File: src/rtl/multi_blinker.sv
// -----------------------------------------------------------------------------
// multi_blinker
//
// Bank of independent blink channels. Each channel holds a latched mode and
// two phase lengths (high/low, each stored as length-1). A single shared
// configuration port writes one channel per accepted transfer; the write
// takes effect at the transfer edge itself, restarting that channel cleanly
// while every other channel keeps running.
//
// Channel states:
//   state   | meaning
//   --------+--------------------------------------------------------------
//   IDLE    | not blinking; light is 1 for mode ON, otherwise 0
//   HIGH    | high phase, counter runs 0..on, light = 1
//   LOW     | low phase (CONT only), counter runs 0..off, light = 0
//
// Ports:
//   clk        in   clock, all state changes on posedge
//   rst        in   asynchronous active-high reset
//   cfg_valid  in   configuration request
//   cfg_ready  out  configuration can be accepted (registered)
//   cfg_ch     in   target channel index (out-of-range indices are ignored)
//   cfg_mode   in   0=OFF 1=CONT 2=ONESHOT 3=ON
//   cfg_on     in   high-phase length minus 1
//   cfg_off    in   low-phase length minus 1
//   light      out  registered per-channel output
//   busy       out  per-channel flag, 1 while in HIGH or LOW
// -----------------------------------------------------------------------------
module multi_blinker #(
    parameter int CHANNELS = 4,
    parameter int CNT_W    = 8,
    localparam int CH_W    = (CHANNELS > 1) ? $clog2(CHANNELS) : 1
) (
    input  logic                clk,
    input  logic                rst,
    input  logic                cfg_valid,
    output logic                cfg_ready,
    input  logic [CH_W-1:0]     cfg_ch,
    input  logic [1:0]          cfg_mode,
    input  logic [CNT_W-1:0]    cfg_on,
    input  logic [CNT_W-1:0]    cfg_off,
    output logic [CHANNELS-1:0] light,
    output logic [CHANNELS-1:0] busy
);

    localparam logic [1:0] MODE_OFF     = 2'd0;
    localparam logic [1:0] MODE_CONT    = 2'd1;
    localparam logic [1:0] MODE_ONESHOT = 2'd2;
    localparam logic [1:0] MODE_ON      = 2'd3;

    typedef enum logic [1:0] {
        ST_IDLE = 2'd0,
        ST_HIGH = 2'd1,
        ST_LOW  = 2'd2
    } state_t;

    // ------------------------------------------------------------------
    // Configuration handshake. Ready comes up one edge after reset is
    // released, so the first edge after release never accepts a transfer.
    // ------------------------------------------------------------------
    logic cfg_ready_q;
    logic cfg_ready_d;
    logic xfer;

    always_comb begin
        cfg_ready_d = 1'b1;
    end

    always_ff @(posedge clk or posedge rst) begin
        if (rst) begin
            cfg_ready_q <= 1'b0;
        end else begin
            cfg_ready_q <= cfg_ready_d;
        end
    end

    assign cfg_ready = cfg_ready_q;
    assign xfer      = cfg_valid & cfg_ready_q;

    // ------------------------------------------------------------------
    // Per-channel FSMs
    // ------------------------------------------------------------------
    for (genvar gi = 0; gi < CHANNELS; gi++) begin : g_ch
        state_t           state_q;
        state_t           state_d;
        logic [CNT_W-1:0] cnt_q;
        logic [CNT_W-1:0] cnt_d;
        logic [CNT_W-1:0] on_q;
        logic [CNT_W-1:0] on_d;
        logic [CNT_W-1:0] off_q;
        logic [CNT_W-1:0] off_d;
        logic [1:0]       mode_q;
        logic [1:0]       mode_d;
        logic             light_q;
        logic             light_d;
        logic             busy_c;
        logic             hit;

        assign hit = xfer && (cfg_ch == CH_W'(gi));

        // State register
        always_ff @(posedge clk or posedge rst) begin
            if (rst) begin
                state_q <= ST_IDLE;
                cnt_q   <= '0;
                on_q    <= '0;
                off_q   <= '0;
                mode_q  <= MODE_OFF;
                light_q <= 1'b0;
            end else begin
                state_q <= state_d;
                cnt_q   <= cnt_d;
                on_q    <= on_d;
                off_q   <= off_d;
                mode_q  <= mode_d;
                light_q <= light_d;
            end
        end

        // Next-state logic. A transfer overrides whatever phase is running,
        // so reconfiguring an active channel restarts it at the same edge.
        // The counter is compared for equality before incrementing, so it
        // never passes the compare value even when that is all-ones.
        always_comb begin
            state_d = state_q;
            cnt_d   = cnt_q;
            on_d    = on_q;
            off_d   = off_q;
            mode_d  = mode_q;

            if (hit) begin
                mode_d = cfg_mode;
                on_d   = cfg_on;
                off_d  = cfg_off;
                cnt_d  = '0;
                if ((cfg_mode == MODE_CONT) || (cfg_mode == MODE_ONESHOT)) begin
                    state_d = ST_HIGH;
                end else begin
                    state_d = ST_IDLE;
                end
            end else begin
                unique case (state_q)
                    ST_HIGH: begin
                        if (cnt_q == on_q) begin
                            cnt_d = '0;
                            if (mode_q == MODE_CONT) begin
                                state_d = ST_LOW;
                            end else begin
                                state_d = ST_IDLE;
                            end
                        end else begin
                            cnt_d = cnt_q + CNT_W'(1);
                        end
                    end
                    ST_LOW: begin
                        if (cnt_q == off_q) begin
                            cnt_d   = '0;
                            state_d = ST_HIGH;
                        end else begin
                            cnt_d = cnt_q + CNT_W'(1);
                        end
                    end
                    default: begin
                        state_d = ST_IDLE;
                    end
                endcase
            end
        end

        // Output logic. light is registered from the next state so it lines
        // up with the state it describes, with no extra cycle of latency.
        // A finished ONESHOT lands in IDLE with mode ONESHOT, hence light 0.
        always_comb begin
            light_d = (state_d == ST_HIGH) ||
                      ((state_d == ST_IDLE) && (mode_d == MODE_ON));
            busy_c  = (state_q == ST_HIGH) || (state_q == ST_LOW);
        end

        assign light[gi] = light_q;
        assign busy[gi]  = busy_c;
    end

endmodule
File: config.mk
export PLATFORM = sky130hd
export DESIGN_NAME = multi_blinker
export DESIGN_NICKNAME = d
export VERILOG_FILES = /design/src/rtl/multi_blinker.sv
export SDC_FILE = /design/constraint.sdc
export NUM_CORES = 1
export LEC_CHECK = 0
export BUFFER_PORTS_ARGS = -buffer_cell sky130_fd_sc_hd__buf_2
export CORE_ASPECT_RATIO = 2
export CORE_UTILIZATION = 48
export DETAILED_ROUTE_END_ITERATION = 10
export GPL_TIMING_DRIVEN = 0
export PLACE_DENSITY_LB_ADDON = 0.05
export SLEW_MARGIN = 20
export SYNTH_ARGS = -nofsm -noshare
export SYNTH_HDL_FRONTEND = slang
export SYNTH_SLANG_ARGS = --single-unit
export TNS_END_PERCENT = 1
File: constraint.sdc
create_clock -name clk -period 7.4 [get_ports clk]
set_input_delay 1.48 -clock clk [delete_from_list [all_inputs] [get_ports clk]]
set_output_delay 1.48 -clock clk [all_outputs]
set_load 0.01 [all_outputs]
# After elaboration in Yosys (flattened, before gate mapping)
# Index checks and enable logic that the tools add are counted.
[totals]
ramBits = 0
wordCells = 130
memories = 0
latchBits = 0
rom_bits = 0
inputBits = 23
output_inout_bits = 9
reg_bits = 117
[op_classes]
mux = 41
n_addsub = 4
n_shift = 0
bitwise = 1
n_lt_le_gt_ge = 0
n_div = 0
reduce_logical = 26
multipliers = 0
eq_ne = 33
[ops]
columns = ["operator", "n"]
rows = [
  ["two-way mux 8 bit", 12],
  ["equality test 8 bit", 8],
  ["case mux 8 bit (2 select lines)", 4],
  ["two-way mux 2 bit", 20],
  ["adder 8 x 1 -> 8 bit, second input constant", 4],
  ["equality test 2 x 1 -> 1 bit, second input constant", 14],
  ["equality test 2 bit, second input constant", 11],
  ["case mux 2 bit (2 select lines)", 4],
  ["nonzero test 3 bit", 4],
  ["zero test 2 bit", 5],
  ["logical OR 1 bit", 9],
  ["logical AND 1 bit", 8],
  ["AND 1 bit", 1],
  ["two-way mux 1 bit", 1],
]

# Depth between registers and ports, before layout
# Gate-level depths: netlist of run 1.
[logic_depth]
depth_word = 8
ltp_mapped = 7
ltp_nobuf = 7

# Worst setup path after synthesis of run 1
# OpenSTA, ideal clock, no wires.
[synth_path]
path_type = "input to register"
startpoint = "input cfg_ch[0]"
endpoint = "register g_ch[2].light_q"
setup_ns = 0.138
t_arrival_ns = 2.457
n_path_buf = 1
path_slack_ns = 4.805
stages = 6
required_ns = 7.262
path_cell_list = "and4b_1 > buf_2 > nor2_2 > a32o_1 > a211oi_1 > a211oi_1"
[synth_via]
elab_chain_cells = 6
word_cells_on_any_way = 9
cone_classes = "eq/ne: 3; mux: 2; reduce/logical: 4"
[synth_lines]
columns = ["element", "line", "rtl"]
rows = [
  ["start, declared", "38", "input logic [CH_W-1:0] cfg_ch,"],
  ["equality test 2 bit (*)", "99", "assign hit = xfer && (cfg_ch == CH_W'(gi));"],
  ["logical AND 1 bit (*)", "99", ""],
  ["two-way mux 2 bit", "131", "if (hit) begin"],
  ["equality test 2 bit or zero test 2 bit (tied branches)", "175", "((state_d == ST_IDLE) && (mode_d == MODE_ON));"],
  ["logical AND 1 bit", "175", ""],
  ["logical OR 1 bit (*)", "174", "light_d = (state_d == ST_HIGH) ||"],
  ["named net g_ch[2].light_d", "95", "logic light_d;"],
  ["end signal, assigned", "116", "light_q <= light_d;"],
  ["end, declared", "94", "logic light_q;"],
]
# Mark *: on every way through the listed nets, which the timed path passes. The rest lies on a longest branch.
# A chain may end at the register's enable or synchronous reset.

# Worst setup path in the final report of run 1
[layout_path]
startpoint = "register g_ch[1].state_q[0]"
endpoint = "output busy[1]"
[layout_via]
elab_chain_cells = 2
word_cells_on_any_way = 3
cone_classes = "eq/ne: 2; reduce/logical: 1"
[layout_lines]
columns = ["element", "line", "rtl"]
rows = [
  ["start, declared", "84", "state_t state_q;"],
  ["start signal, assigned", "111", "state_q <= state_d;"],
  ["equality test 2 x 1 -> 1 bit or equality test 2 bit (tied branches)", "176", "busy_c = (state_q == ST_HIGH) || (state_q == ST_LOW);"],
  ["logical OR 1 bit (*)", "176", ""],
  ["end, declared", "43", "output logic [CHANNELS-1:0] busy"],
]
# Mark *: on every way between the ends. The rest lies on a longest branch, timed or not.

==> results of run 1 <==
==> cells by family after synthesis <==
| group | after synthesis | synth area share |
|---|---|---|
| AO/OA/AOI/OAI | 52 | 0.0649 |
| XOR/XNOR | 89 | 0.129 |
| adder cells (fa/ha/maj) | 12 | 0.0248 |
| buffers and inverters | 59 | 0.0475 |
| flip-flops | 117 | 0.484 |
| multiplexers | 18 | 0.0335 |
| other | 1 | 0.000619 |
| AND/OR/NAND/NOR | 287 | 0.216 |
==> power groups by stage <==
| stage | Combinational [uW] | Sequential [uW] | Clock [uW] |
|---|---|---|---|
| CTS | 280 | 806 | 948 |
| finish | 276 | 805 | 934 |
| floorplan | 212 | 794 | 0 |
| global placement | 269 | 813 | 0 |
| global route | 311 | 817 | 972 |
| detailed placement | 279 | 816 | 0 |
==> per-layer routing <==
layer,global-route usage,vias to the layer above
met5,0,-
met4,0.111,0
met3,0.0409,28
met2,0.432,82
met1,0.287,2235
li1,-,2192
==> flip-flops by register name, indices dropped and copies added, names as in the netlist <==
signal,flops
g_ch.cnt_q,32
g_ch.state_q,8
g_ch.on_q,32
cfg_ready,1
g_ch.mode_q,8
g_ch.off_q,32
g_ch.light_q,4
==> through the flow <==
step | hold slack [ns] | cell area, um2 | instances | utilization
after floorplan | 0.456 | 6050 | 635 | -
after global placement | 0.476 | 6390 | 813 | 0.524
after detailed placement | 0.483 | 6420 | 814 | 0.527
after CTS | 0.496 | 7090 | 846 | 0.581
after global routing | 0.525 | 7090 | 846 | 0.581
final | 0.491 | 7090 | 846 | 0.581
==> path summary, 6_finish.rpt <==
check / start / to / depth (start not counted) / slack [ns]
setup / recovery: g_ch[1].state_q[0] / busy[1] / 5 / 4.45
hold / removal: g_ch[2].off_q[1] / g_ch[2].off_q[1] / 2 / 0.49
setup reg to reg: g_ch[3].cnt_q[0] / g_ch[3].cnt_q[3] / 5 / 5.47
hold reg to reg: g_ch[2].off_q[1] / g_ch[2].off_q[1] / 2 / 0.49
max in group asynchronous: rst / g_ch[2].on_q[6] / 3 / 5.62
min in group asynchronous: rst / g_ch[3].cnt_q[0] / 2 / 1.07
==> layout make-up <==
type / count / area [um2] / area share
Inverter: 25 / 98.8 / 0.0139
Sequential cell: 117 / 2930 / 0.413
Multi-Input combinational cell: 459 / 2840 / 0.400
Tap cell: 147 / 184 / 0.0259
Clock buffer: 23 / 468 / 0.0660
Timing Repair Buffer: 32 / 183 / 0.0258
Buffer: 34 / 194 / 0.0274
Clock inverter: 9 / 198 / 0.0279
==> cell usage in the layout (no fill, tap or decap), types with 12 or more instances in the layout <==
cell type and count:
ha_1 12, buf_2 42, nor2_1 34, dfrtp_1 117, xnor2_1 59, clkbuf_16 17
mux2_2 18, nand4_1 20, xor2_1 30, clkbuf_1 13, nand2_1 183, inv_1 24
==> worst min-delay path, delay by kind of cell (launching register included) <==
kind / cells / cell delay, ns
AND/OR/NAND/NOR: 2 / 0.10
flip-flops: 1 / 0.35
==> results.json, run 1 <==
{
  "dp_slack_ns": 4.34,
  "grt_pass1_wl_um": 24000,
  "period_needed_ns": 2.95,
  "rows": 57,
  "yosysMostFrequentCell": "nand2_1",
  "path_clk_slew_ns": 0.05,
  "wl_per_cell_um": 17.2,
  "pwr-share-seq": 0.400,
  "p_leak_uw": 0.00351,
  "top_layer": "met4",
  "drtPass1Iterations": 4,
  "grt_pass1_vias": 4836,
  "cts_root_buffer": "clkbuf_16",
  "cpMostUsedCell": "inv_1",
  "clock-sinks": 117,
  "path_cells": "inv_1 -> ha_1 -> inv_1 -> buf_4 -> buf_2",
  "timing.final.ws_setup_ns": 4.45,
  "dp_hpwl_um": 10700,
  "cp.required_ns": 5.92,
  "drtAntennaViolNets": 0,
  "cts_buffers": 17,
  "tightest_slew_ns": 0.699,
  "p_total_uw": 2020,
  "synth-edff-count": 0,
  "setup_viol": 0,
  "cpPeakStageDelay_ns": 0.39,
  "synth.avg_cell_area_um2": 9.53,
  "outcome": "complete, no violations",
  "swShare": 0.250,
  "critical_path_arrival_ns": 1.47,
  "n_antenna_cell": 0,
  "drt_iter0_drc": 234,
  "vias": 4537,
  "relSlewSlack": 0.532,
  "cts_tree": "built",
  "drive_gt1_frac": 0.159,
  "crit_slowest_cell": "dfrtp_1",
  "cts_buffer_depth": 2,
  "fin_crit_sh": 0.399,
  "fin_tns_setup_ns": 0,
  "pwr-share-comb": 0.137,
  "startpoint_type": "flop",
  "finalHoldViolations": 0,
  "ys_seq_elements": 117,
  "die_area_um2": 13100,
  "crit_fanout": 4,
  "hold_path.class": "reg2reg",
  "critical_path.top_delay_family": "flip-flops",
  "cts_hold_buffers": 0,
  "vias_per_cell": 5.36,
  "path_buf_inv": 4,
  "crit_path_end_kind": "primary output",
  "postCtsSetupBuffers": 0,
  "syn-num-nets": 670,
  "maxCapViolations": 0,
  "grt_start_max_net_pins": 76,
  "ys_seq_area_frac": 0.484,
  "syn_inst": 635,
  "yosysTopAreaCell": "dfrtp_1",
  "clkPwrFrac": 0.463,
  "yosys_warnings": 0,
  "num_io_pins": 32,
  "p_int_uw": 1510,
  "grt.total_usage": 0.248,
  "drc": 0,
  "slew_viol_final": 0,
  "gp_congestion": 0.827,
  "wl_met1_um": 5770,
  "yosys.area.top_type_share": 0.484,
  "grt-ovfl-total": 0,
  "finClkSkew_ns": 0.0107,
  "antenna_found_initial": 0,
  "synthToLayoutAreaGrowth_pct": 17.1,
  "ys.flop_type": "dfrtp_1",
  "port_buffers": 31,
  "irDropWorstVdd_uv": 171,
  "drt_wl_total_um": 14600,
  "wl_met2_um": 8020,
  "rsz0062_at_grt": "no",
  "synthArstFlopShare": 1.00,
  "die_w_um": 81.4,
  "wl_met3_um": 408,
  "synthTopCellsByCount": "183 x nand2_1, 117 x dfrtp_1, 59 x xnor2_1",
  "synthDistinctLibCells": 52,
  "final_nets": 721,
  "start_util": 0.496,
  "syn-cell-area_um2": 6050,
  "fillers": 1083,
  "die_h_um": 161,
  "htree_levels": 4,
  "crit_type": "reg2out",
  "core_area_um2": 12200,
  "clock_latency_ns": 0.42,
  "p_per_area_nw_per_um2": 284,
  "synth_area_leaders": "dfrtp_1 48%, nand2_1 11%, xnor2_1 8.5%",
  "max_clock_freq_ghz": 0.339,
  "switchingPower_uw": 504,
  "postCtsResizedCells": 0
}
Power figures use the tool's default switching activity.
==> run 2: changes to the inputs <==
- ABC_AREA: unset -> 1
- clock period: 7.4 -> 3.1 ns (I/O delays scaled with it)
==> run 2 against run 1 <==
Largest power group is now sequential cells. Critical endpoint unchanged. Power rose to 2.8 times the previous value. Sequential share of layout area fell by 1.3 points. Critical path depth did not move. Combinational power rose to 4.7 times the previous value.
==> results.json, run 2 <==
{
  "ys_seq_area_frac": 0.468,
  "irDropWorstVdd_uv": 750,
  "slew_viol_final": 0,
  "num_io_pins": 32,
  "core_area_um2": 12600,
  "yosys.area.top_type_share": 0.468,
  "start_util": 0.495,
  "die_area_um2": 13500,
  "drtPass1Iterations": 5,
  "fin_crit_sh": 0.663,
  "finClkSkew_ns": 0.00996,
  "synth_compound_area_frac": 0.0908,
  "drt_wl_total_um": 15200,
  "path_cells": "inv_1 -> ha_1 -> inv_1 -> buf_4 -> buf_2",
  "final_cell_mix": "276 x nand2_1, 117 x dfrtp_1, 116 x inv_1, 94 x o21ai_0, 46 x xnor2_1",
  "tightest_slew_ns": 0.654,
  "syn-cell-area_um2": 6250,
  "hold_path.class": "in2async",
  "finalHoldViolations": 0,
  "synthXorXnorAreaFrac": 0.0742,
  "postCtsResizedCells": 0,
  "htree_levels": 4,
  "die_w_um": 82.7,
  "critical_path_arrival_ns": 1.44,
  "setup_viol": 0,
  "critical_path.top_delay_family": "flip-flops",
  "wl_per_cell_um": 14.7,
  "top_usage_layer": "met2",
  "postCtsSetupBuffers": 0,
  "synthTopCellsByCount": "276 x nand2_1, 117 x dfrtp_1, 117 x inv_1",
  "clock-sinks": 117,
  "synth-edff-count": 0,
  "port_buffers": 31,
  "dp_hpwl_um": 11200,
  "cts_buffer_depth": 2,
  "drive_gt1_frac": 0.111,
  "die_h_um": 163,
  "p_per_area_nw_per_um2": 762,
  "rows": 58,
  "syn_inst": 816,
  "met2_usage": 0.430,
  "drt_iter0_drc": 195,
  "cts_hold_buffers": 0,
  "path_clk_slew_ns": 0.06,
  "use_met1": 0.296,
  "ys_seq_elements": 117,
  "synth.area.mux_share": 0,
  "synth_area_leaders": "dfrtp_1 47%, nand2_1 17%, o21ai_0 7.5%",
  "grt-ovfl-total": 0,
  "cts_buffers": 17,
  "ff_latch_area_um2": 2930,
  "n_antenna_cell": 0,
  "rsz0062_at_grt": "no",
  "startpoint_type": "flop",
  "crit_fanout": 3,
  "fin_cells": 1033,
  "fillers": 1207,
  "p_leak_uw": 0.00386,
  "synth_fa_ha_area_frac": 0.0240,
  "crit_type": "reg2out",
  "fin_tns_setup_ns": 0,
  "drc": 0,
  "final_nets": 905,
  "reg.largest.list": "g_ch.cnt_q: 32 flops, g_ch.off_q: 32 flops, g_ch.on_q: 32 flops",
  "crit_path_end_kind": "primary output",
  "use_met3": 0.0441,
  "synthDistinctLibCells": 30,
  "yosysMostFrequentCell": "nand2_1",
  "synthArstFlopShare": 1.00,
  "cts_tree": "built",
  "yosys_warnings": 0,
  "drtAntennaViolNets": 0,
  "gp_congestion": 0.846,
  "ys.flop_type": "dfrtp_1",
  "yosysTopAreaCell": "dfrtp_1",
  "clock_latency_ns": 0.41,
  "grt_start_max_net_pins": 31,
  "relSlewSlack": 0.562,
  "grt.total_usage": 0.253,
  "crit_slowest_cell": "dfrtp_1",
  "layout_commonest_cell": "nand2_1",
  "max_clock_freq_ghz": 0.486,
  "cp.required_ns": 2.48,
  "antenna_found_initial": 0,
  "synthToLayoutAreaGrowth_pct": 17.0,
  "grt_pass1_vias": 5186,
  "path_buf_inv": 4,
  "cpMostUsedCell": "inv_1",
  "cpPeakStageDelay_ns": 0.37,
  "placed_cells": 1001,
  "grt_pass1_wl_um": 24900,
  "outcome": "complete, no violations",
  "synth.avg_cell_area_um2": 7.67,
  "vias": 5177,
  "synth_top_family_by_area": "simple AND/OR/NAND/NOR gates",
  "final_util": 0.579,
  "multi_input_comb_area_um2": 2720,
  "maxCapViolations": 0,
  "cts_root_buffer": "clkbuf_16",
  "period_needed_ns": 2.06,
  "vias_per_cell": 5.01,
  "syn-num-nets": 851,
  "synth-simple-area-share": 0.246
}
-- run 2: area by class of cell --
cell class | instances | share of cell area
Sequential cell | 117 | 0.400
Multi-Input combinational cell | 549 | 0.372
Clock buffer | 21 | 0.0657
Inverter | 123 | 0.0636
Timing Repair Buffer | 35 | 0.0332
Tap cell | 150 | 0.0256
Clock inverter | 11 | 0.0202
Buffer | 27 | 0.0195
-- run 2: worst reg2reg max path: cells and delay by family (launching register included) --
| kind | cells | cell delay [ns] |
|---|---|---|
| AND/OR/NAND/NOR | 6 | 0.97 |
| flip-flops | 1 | 0.36 |
| buffers and inverters | 3 | 0.27 |
| XOR/XNOR | 1 | 0.13 |
-- run 2: cell families after synthesis --
| family | after synthesis |
|---|---|
| AO/OA/AOI/OAI | 111 |
| other | 1 |
| XOR/XNOR | 53 |
| AND/OR/NAND/NOR | 372 |
| adder cells (fa/ha/maj) | 12 |
| buffers and inverters | 150 |
| flip-flops | 117 |
-- run 2: worst paths after layout --
path	cells past startpoint	to	slack, ns	from
setup / recovery	5	busy[1]	1.04	g_ch[1].state_q[0]
hold / removal	2	g_ch[1].state_q[1]	0.17	rst
setup reg to reg	10	g_ch[0].cnt_q[7]	1.26	cfg_ready
hold reg to reg	2	g_ch[1].on_q[6]	0.51	g_ch[1].on_q[6]
max in group asynchronous	5	g_ch[0].cnt_q[0]	2.05	rst
min in group clk	3	g_ch[3].on_q[3]	0.44	cfg_on[3]
-- run 2: report_power, final --
group | internal [uW] | total (uW) | leakage [uW] | switching [uW]
Clock | 1350 | 2080 | 0.000298 | 732
Combinational | 569 | 1300 | 0.00210 | 733
Sequential | 1860 | 2190 | 0.00146 | 325
Total | 3780 | 5570 | 0.00386 | 1790
-- run 2: stage by stage --
stage,hold slack [ns],total power [uW],instance area (um2),worst slack (ns)
after CTS,0.170,5620,7320,1.02
after detailed placement,0.496,3510,6690,0.874
after global routing,0.198,5920,7320,0.939
after global placement,0.489,3460,6600,0.254
final,0.172,5570,7320,1.04
after floorplan,0.473,3160,6260,1.05
-- run 2: routing by layer --
layer | wire length (um) | vias up
met3 | 381 | 28
met5 | 0 | -
li1 | - | 2608
met4 | 628 | 0
met2 | 7960 | 97
met1 | 6200 | 2444
